<file path="src/rtl/pixel_stream_fifo.sv">
// Buffered pixel path: DEPTH-entry FIFO with raster annotation of each outgoing pixel,
// frame-completion pulse, and a synchronised, edge-detected display frame index.
module pixel_stream_fifo #(
    parameter int unsigned PIXEL_W = 24,
    parameter int unsigned DEPTH   = 16,
    parameter int unsigned H_RES   = 64,
    parameter int unsigned V_RES   = 64
) (
    input  logic                       clk_i,
    input  logic                       rstn_i,
    input  logic                       flush_i,
    input  logic                       pixel_valid_i,
    output logic                       pixel_ready_o,
    input  logic [PIXEL_W-1:0]         pixel_data_i,
    output logic                       out_valid_o,
    input  logic                       out_ready_i,
    output logic [PIXEL_W-1:0]         out_data_o,
    output logic [$clog2(H_RES)-1:0]   out_x_o,
    output logic [$clog2(V_RES)-1:0]   out_y_o,
    output logic                       out_sof_o,
    output logic                       out_eol_o,
    output logic                       frame_done_o,
    output logic [$clog2(DEPTH):0]     level_o,
    input  logic                       frame_idx_i,
    output logic                       frame_idx_o,
    output logic                       frame_toggle_o
);

    localparam int unsigned AW = $clog2(DEPTH);
    localparam int unsigned LW = AW + 1;
    localparam int unsigned XW = $clog2(H_RES);
    localparam int unsigned YW = $clog2(V_RES);

    localparam logic [LW-1:0] LevelFull = LW'(DEPTH);
    localparam logic [XW-1:0] XLast     = XW'(H_RES - 1);
    localparam logic [YW-1:0] YLast     = YW'(V_RES - 1);

    logic [PIXEL_W-1:0] mem_q [DEPTH];
    logic [AW-1:0]      wr_ptr_q, wr_ptr_d, rd_ptr_q, rd_ptr_d;
    logic [LW-1:0]      level_q, level_d;
    logic [XW-1:0]      x_q, x_d;
    logic [YW-1:0]      y_q, y_d;
    logic               frame_done_q, frame_done_d;
    logic               push, pop, last_pix;

    logic idx_meta_q, idx_sync_q, idx_prev_q, toggle_q;

    assign pixel_ready_o = (level_q != LevelFull);
    assign out_valid_o   = (level_q != '0);
    assign out_data_o    = mem_q[rd_ptr_q];
    assign out_x_o       = x_q;
    assign out_y_o       = y_q;
    assign out_sof_o     = (x_q == '0) && (y_q == '0);
    assign out_eol_o     = (x_q == XLast);
    assign frame_done_o  = frame_done_q;
    assign level_o       = level_q;
    assign frame_idx_o    = idx_sync_q;
    assign frame_toggle_o = toggle_q;

    assign push     = pixel_valid_i && pixel_ready_o;
    assign pop      = out_valid_o && out_ready_i;
    assign last_pix = (x_q == XLast) && (y_q == YLast);

    always_comb begin
        wr_ptr_d     = wr_ptr_q;
        rd_ptr_d     = rd_ptr_q;
        level_d      = level_q;
        x_d          = x_q;
        y_d          = y_q;
        frame_done_d = 1'b0;
        if (flush_i) begin
            wr_ptr_d = '0;
            rd_ptr_d = '0;
            level_d  = '0;
            x_d      = '0;
            y_d      = '0;
        end else begin
            if (push) wr_ptr_d = wr_ptr_q + AW'(1);
            if (pop)  rd_ptr_d = rd_ptr_q + AW'(1);
            case ({push, pop})
                2'b10:   level_d = level_q + LW'(1);
                2'b01:   level_d = level_q - LW'(1);
                default: level_d = level_q;
            endcase
            // Raster position tracks the head pixel, so it only moves on pops.
            if (pop) begin
                frame_done_d = last_pix;
                if (x_q == XLast) begin
                    x_d = '0;
                    y_d = (y_q == YLast) ? '0 : y_q + YW'(1);
                end else begin
                    x_d = x_q + XW'(1);
                end
            end
        end
    end

    always_ff @(posedge clk_i or negedge rstn_i) begin
        if (!rstn_i) begin
            wr_ptr_q     <= '0;
            rd_ptr_q     <= '0;
            level_q      <= '0;
            x_q          <= '0;
            y_q          <= '0;
            frame_done_q <= 1'b0;
        end else begin
            wr_ptr_q     <= wr_ptr_d;
            rd_ptr_q     <= rd_ptr_d;
            level_q      <= level_d;
            x_q          <= x_d;
            y_q          <= y_d;
            frame_done_q <= frame_done_d;
        end
    end

    // Storage needs no reset; entries are only observed once written.
    always_ff @(posedge clk_i) begin
        if (push && !flush_i) mem_q[wr_ptr_q] <= pixel_data_i;
    end

    always_ff @(posedge clk_i or negedge rstn_i) begin
        if (!rstn_i) begin
            idx_meta_q <= 1'b0;
            idx_sync_q <= 1'b0;
            idx_prev_q <= 1'b0;
            toggle_q   <= 1'b0;
        end else begin
            idx_meta_q <= frame_idx_i;
            idx_sync_q <= idx_meta_q;
            idx_prev_q <= idx_sync_q;
            toggle_q   <= idx_sync_q ^ idx_prev_q;
        end
    end

endmodule

</file>
<file path="config.mk">
export PLATFORM = sky130hd
export DESIGN_NAME = pixel_stream_fifo
export DESIGN_NICKNAME = d
export VERILOG_FILES = /design/src/rtl/pixel_stream_fifo.sv
export SDC_FILE = /design/constraint.sdc
export NUM_CORES = 1
export LEC_CHECK = 0
export ABC_CLOCK_PERIOD_IN_PS = 3100
export CORE_MARGIN = 2
export CORE_UTILIZATION = 50
export DETAILED_ROUTE_END_ITERATION = 16
export GPL_TIMING_DRIVEN = 0
export PLACE_DENSITY = 0.66
export SLEW_MARGIN = 5
export SYNTH_ARGS = -nofsm -noshare
export SYNTH_HDL_FRONTEND = slang
export SYNTH_SLANG_ARGS = --single-unit
</file>
<file path="constraint.sdc">
create_clock -name clk_i -period 3.1 [get_ports clk_i]
set_input_delay 0.62 -clock clk_i [delete_from_list [all_inputs] [get_ports clk_i]]
set_output_delay 0.62 -clock clk_i [all_outputs]
set_load 0.02 [all_outputs]
</file>
; Word-level counts from Yosys, hierarchy flattened
; Memory sizes are Yosys's and may differ from the RTL's.
; Index checks and enable logic that the tools add are counted.
[op_classes]
addsub = 6
mul = 0
n_div = 0
order_cmp = 0
n_eq_ne = 5
shifts = 0
muxes = 17
bitwise_logic = 1
n_reduce_logical = 14
[op_table]
columns = cell, n
row1 = 6-bit two-way mux, 7
row2 = 4-bit two-way mux, 4
row3 = "6-bit by 1-bit adder with 6-bit output, second input constant", 2
row4 = "6-bit equality test, second input constant", 2
row5 = 6-bit zero test, 2
row6 = 5-bit case mux with 2 select lines, 1
row7 = "4-bit by 1-bit adder with 4-bit output, second input constant", 2
row8 = 2-bit nonzero test, 3
row9 = "5-bit by 1-bit adder with 5-bit output, second input constant", 1
row10 = 1-bit logical AND, 5
row11 = 5-bit two-way mux, 1
row12 = "5-bit != test, second input constant", 1
row13 = 5-bit nonzero test, 1
row14 = "5-bit by 1-bit subtractor with 5-bit output, second input constant", 1
row15 = 1-bit two-way mux, 4
row16 = 3-bit nonzero test, 1
row17 = "2-bit by 1-bit equality test with 1-bit output, second input constant", 1
row18 = "2-bit equality test, second input constant", 1
row19 = 2-bit AND reduction, 1
row20 = 1-bit zero test, 1
row21 = 1-bit XOR, 1
[totals]
reg_bits = 30
latchBits = 0
ram_bits = 384
rom_bits = 0
out_inout_bits = 48
wordCells = 54
n_memories = 1
[memory_table]
columns = name, depth, word_bits, read_ports, rd_ports_with_merged_regs, wr, line
row1 = mem_q, 16, 24, 1, 0, 1, 38  ; logic [PIXEL_W-1:0] mem_q [DEPTH];

; Depth between registers and ports, before layout
[depth]
ltp_word = 5
ltp_mapped = 11

; Least setup slack after synthesis
; No wires, ideal clock.
[synth_timing]
kind = input port to flip-flop
from = input port pixel_valid_i
to = memory mem_q[15][0] (enable)
setup_ns = 0.405
t_arrival_ns = 2.531
t_required_ns = 2.695
path_slack_ns = 0.164
path_stages = 4
n_path_buf = 1
cell_sequence = clkbuf_1 -> a21boi_2 -> nand2_1 -> nor2_1
[synth_via]
elab_chain_cells = 4
[synth_lines]
columns = element, line
row1 = start: declaration, 12  ; input logic pixel_valid_i,
row2 = 1-bit logical AND, 60  ; assign push = pixel_valid_i && pixel_ready_o;
row3 = 1-bit logical AND, 118  ; if (push && !flush_i) mem_q[wr_ptr_q] <= pixel_data_i;
row4 = 1-bit two-way mux, 118
row5 = 1-bit two-way mux (implied by the code), 118
row6 = end: declaration, 38
; No other way between the ends.

; Worst setup path in the final report
[layout_timing]
from = register rd_ptr_q[0]
to = output port out_data_o[13]
[layout_via]
elab_chain_cells = 1
[layout_lines]
columns = element, line
row1 = start: declaration, 39  ; logic [AW-1:0] wr_ptr_q, wr_ptr_d, rd_ptr_q, rd_ptr_d;
row2 = start signal: assignment, 108  ; rd_ptr_q <= rd_ptr_d;
row3 = memory read 16 x 24 bit, -
row4 = end: declaration, 17  ; output logic [PIXEL_W-1:0] out_data_o,
; No other way between the ends.

==> metrics.cfg <==
[status]
outcome = finished, violations left
failed_checks = negative setup slack

[critical_path]
worst-endpoint-required_ns = 2.48
max_stage_delay_ns = 0.50
slowest_stage = mux4_2
crit_top_cell = buf_12
crit_arrival_ns = 2.63
crit_type = register to output pin
path_cells = buf_6 -> buf_12 -> buf_12 -> buf_12 -> mux4_2 -> mux4_2 -> buf_6
crit_path_end_kind = output pin
worstPathMaxFanout = 8
startpoint_type = register

[synthesis]
synth_largest_area_cell = edfxtp_1
netlist_instances = 747
synth-xor-area-share_pct = 0.702
yosysUniqueCellTypes = 44
syn_avg_cell_area_um2 = 21.7
yosysWarnings = 0
synth_area_leaders = edfxtp_1, mux4_2, dfrtp_1, nor2_1, ha_1
synth-edff-count = 384
seq_area_frac_synth_pct = 75.7
synth-async-reset-ratio_pct = 7.25
postSynthNetCount = 788
synthMuxAreaShare_pct = 17.0
synth_top_family_by_area = multiplexers
synth_area_um2 = 16200
synth_top_area_share_pct = 71.1
yosys.area_share.simple_pct = 2.92
synth_seq_cells = 414
synth_compound_area_share_pct = 1.47
synth_fa_ha_area_share_pct = 0.849
synth_flop_cell = edfxtp_1

[power_and_ir_drop]
leakagePower_nw = 6.28
p_total_w = 0.0145
p_per_area_nw_per_um2 = 737
ir_worst_vdd_mv = 0.432

[layout]
nFillCells = 2119
syn_to_final_growth_pct = 21.3
multi_input_area_um2 = 3850
final-seq-area_um2 = 12300
nets = 936
n_antenna_cell = 0
drive_gt1_share_pct = 31.3
final_cell_mix = edfxtp_1, mux4_2, clkdlybuf4s50_1
final_cells = 1329
final_common_cell = edfxtp_1

[sta]
fin_setup_tns_ns = -2.60
whs_ns = 0.140
hold_viol = 0
fin_crit_sh_pct = 105
maxSlewHeadroom_pct = 51.4
setup_viol = 24
report.final.slew_viol_count = 0
worst_pin_slew_ns = 0.729
fmax_mhz = 307
rsz0062_at_grt = true
clock_skew_ns = 0.0238
setup_slack_ns = -0.153
period_needed_ns = 3.25

[clock_tree]
htree_levels = 2
cts_made_buffers = 42
insertion_delay_ns = 0.54
cts_root_buffer = clkbuf_16
cts_tree = yes
clockBufferDepth = 3
path_clk_slew_ns = 0.06
numClockSinks = 414
cts_hold_buffers = 0

[global_routing]
antenna_found_initial = 0
grt_use_total_pct = 21.5
gr-total-overflow = 0
grt_pass1_wl_mm = 52.5
grt_pass1_vias = 8544
grt_max_degree = 31

[route]
vias = 7988
via_per_inst = 6.01
antenna_left = 0
first_pass_iters = 5
wl_per_cell_um = 26.3
routed_wl_mm = 35.0
drc_errors = 0
drt_iter0_markers = 685

[placed_design]
pre_cts_slack_ns = -0.740
placed_cells = 1240
port_buffers = 75
gp_congestion = 0.812
dp_hpwl_mm = 21.3

[min_path]
min_path_type = primary input to asynchronous set/reset pin

[floorplanning]
core_um2 = 31700
ioPinCount = 78
dieArea_um2 = 33900
initial_core_util_pct = 51.1
die_w_um = 184
core.rowCount = 65
die-height_um = 184

[flow_run]
maxCapViolCount = 0

-- metrics by stage --
stage / util, % / instance area (um^2)
floorplan: - / 16200
global placement: 55.1 / 17500
detailed placement: 56.7 / 18000
CTS: 61.8 / 19600
global route: 62.0 / 19700
finish: 62.0 / 19700
-- cell type report --
type                       instances  share of cell area, %
inverter                          10                  0.191
sequential                       414                   62.4
clock inverter                    24                   1.40
timing repair buffer             105                   6.55
multi-input combinational        286                   19.6
tap                              402                   2.56
buffer                            36                   1.67
clock buffer                      52                   5.64
-- where the power goes --
part	leakage, nW	total, W	internal [W]	switching (W)
combinational	1.74	0.00309	0.00156	0.00153
sequential	3.86	0.00634	0.00625	0.0000941
clock	0.685	0.00507	0.00305	0.00202
total	6.28	0.0145	0.0109	0.00365
-- cells in the mapped netlist, types with 2 or more instances --
cell and number:
edfxtp_1 384, mux4_2 120, nor2_1 41, dfrtp_1 30
nand2_1 23, a21oi_1 16, clkbuf_1 16, ha_1 11
buf_2 10, inv_1 10, nand3_1 9, o21ai_0 8
xor2_1 8, buf_1 5, nand4_1 5, or3_1 5
xnor2_1 5, nor3_1 4, buf_6 3, mux2i_1 3
nor2b_1 3, nor4_1 3, a21o_1 2, buf_4 2
or2_2 2
-- metal layers --
| layer | vias to the layer above | wire length [um] | track usage (%) |
|---|---|---|---|
| met5 | - | 0 | 0 |
| met3 | 75 | 1990 | 2.98 |
| met1 | 4206 | 14000 | 28.8 |
| met2 | 303 | 18100 | 37.2 |
| met4 | 0 | 855 | 6.34 |
| li1 | 3404 | - | - |
-- repair_timing --
| item | 4_1_cts | 5_1_grt |
|---|---|---|
| setup endpoints to repair | 26 | 24 |
| endpoints found under the hold margin | 0 | 0 |
| gates resized for setup | 181 | 6 |
| buffers inserted | 7 | 3 |
| cloned | 2 | 2 |
-- cell families after synthesis --
logic type	Yosys count
mux	124
xor+xnor	13
flops	414
buf+inv	47
fa+ha+maj	11
simple gates	102
compound gates	36
-- flip-flops by register name, indices dropped and copies added (netlist names), 4 cells and up --
signal    cells
level_o       5
mem_q       384
out_x_o       6
out_y_o       6
rd_ptr_q      4
wr_ptr_q      4
-- critical path, delay by kind of cell (launching register included) --
family / cells / cell delay, ns
buf+inv: 5 / 0.70
flops: 1 / 0.39
mux: 2 / 1.00
-- worst paths after layout --
kind	from	endpoint	slack, ns	depth (start not counted)
setup / recovery	rd_ptr_q[0]	out_data_o[13]	-0.15	7
hold / removal	rstn_i	out_x_o[1]	0.14	1
setup reg to reg	level_o[1]	level_o[4]	0.32	10
hold reg to reg	idx_meta_q	frame_idx_o	0.36	0
max in group asynchronous	rstn_i	rd_ptr_q[1]	2.45	1
min in group clk_i	idx_meta_q	frame_idx_o	0.36	0
No activity file was read; power rests on OpenSTA's default activity.
==> patch: new RTL, config.mk and constraints unchanged <==
`DEPTH`: 16 -> 8.
--- a/src/rtl/pixel_stream_fifo.sv
+++ b/src/rtl/pixel_stream_fifo.sv
@@ -2,7 +2,7 @@
 // frame-completion pulse, and a synchronised, edge-detected display frame index.
 module pixel_stream_fifo #(
     parameter int unsigned PIXEL_W = 24,
-    parameter int unsigned DEPTH   = 16,
+    parameter int unsigned DEPTH   = 8,
     parameter int unsigned H_RES   = 64,
     parameter int unsigned V_RES   = 64
 ) (
Ports: changed (resized level_o); port bits go from 78 to 77. The function was not compared with the original's and may differ.
==> patch against the original RTL <==
- the flow still finishes with violations (negative setup slack)
- total power shrank 45%
- area after synthesis down 47%
- worst setup slack better by 0.099 ns
- cell area decreased by 46%
- sequential cell count is 195 lower
- wire length fell by 53%
- die area down 46%
- synthesized cell count shrank 41%
==> patch: results (changes against the original RTL) <==
nets@finish 582 (-38%); Non-Filler Instances 784 (-41%); CTS HTree Levels 1 (-1); async set or reset register ratio after synthesis 12.3% (+5.1 points); GRT Util Overall 19.1% (-2.5 points); Crit-path slowest cell clkdlybuf4s50_1; multi-input gates 193 (-33%); Clock-cell share 6.78% (-0.26 points); Synth Area per Inst 19.8 µm² (-8.9%); Setup TNS Final -0.128 ns (+2.47 ns); DR WL met2 8.29 mm (-54%); PnR worst setup slack -0.0534 ns (+0.0992 ns); Cell variety after synth 39 (-11%); post-synthesis sequential area ratio 74.3% (-1.4 points); Worst Hold Slack 0.145 ns (+0.00542 ns); CTS Sinks 219 (-47%); M3 GR Usage 3.55% (+0.57 points); WL final 16.5 mm (-53%); FILL cells 1177 (-44%); max FFs per register 192 (-50%); vias in the first global route 4653 (-46%); Worst Skew 0.0232 ns (-0.000589 ns); r2r worst-path depth 9 (-1); 1st-iter DRT viols 298 (-56%); Signal buffers 103 (-27%); worst vdd ir 0.437 mV (+1.1%); RePlAce Congestion 0.811 (-0.15%); met3 WL post-DR 990 µm (-50%); final core utilization 62.4% (+0.41 points); setup violators final 4 (-83%); FF/Latch Area 6440 µm² (-48%); Max-Slew Margin vs Limit 40.5% (-11 points); failing checks negative setup slack; first-pass GRT wire length 26.2 mm (-50%); DP HPWL 10.2 mm (-52%); EDFF count, synth 192 (-50%); met1 Use GR 26.6% (-2.3 points); drt first pass iters 4 (-1); Worst EP arrival 2.53 ns (-0.10 ns); status finished with violations
patch: cell count changes in the layout (fill, tap and decap cells not counted), sizes merged, moves of 5 or more:
cell,unedited run,this run
edfxtp,384,192
mux4,120,48
buf,73,19
mux2,0,25
clkbuf,70,50
nor2,41,24
clkinv,17,9
nand3,9,3
o21ai,9,3
dlymetal6s2s,0,5
inv,11,6
patch: what timing repair did:
item	in CTS	in global routing
endpoints found under the setup margin	24	12
setup buffers	2	1
resized for setup	45	38
patch: cell families after synthesis:
logic type	count (synthesis)	synth area share [%]
mux	75	16.0
fa+ha+maj	8	1.15
xor+xnor	12	1.21
simple gates	71	3.87
compound gates	27	2.19
buf+inv	26	1.27
flops	219	74.3
patch: path summary, 6_finish.rpt:
kind	start	endpoint	slack, ns
setup / recovery	rd_ptr_q[1]$_DFFE_PN0P_	out_data_o[17]	-0.05
hold / removal	rstn_i	frame_done_o$_DFF_PN0_	0.15
setup reg to reg	level_o[0]$_DFFE_PN0P_	level_o[3]$_DFFE_PN0P_	0.40
hold reg to reg	idx_meta_q$_DFF_PN0_	frame_idx_o$_DFF_PN0_	0.35
max in group asynchronous	rstn_i	rd_ptr_q[0]$_DFFE_PN0P_	2.50
min in group clk_i	idx_meta_q$_DFF_PN0_	frame_idx_o$_DFF_PN0_	0.35
patch: power groups by stage:
stage / Sequential, W / Combinational [W] / Clock [W]
after floorplan: 0.00349 / 0.00126 / 0
after global placement: 0.00347 / 0.00194 / 0
after detailed placement: 0.00347 / 0.00199 / 0
after CTS: 0.00343 / 0.00200 / 0.00265
after global routing: 0.00344 / 0.00215 / 0.00276
final: 0.00343 / 0.00198 / 0.00260
patch: critical path, delay by kind of cell, from the launching register on:
kind | cells | cell delay (ns)
buffers and inverters | 3 | 0.96
multiplexers | 2 | 0.61
flip-flops | 1 | 0.47
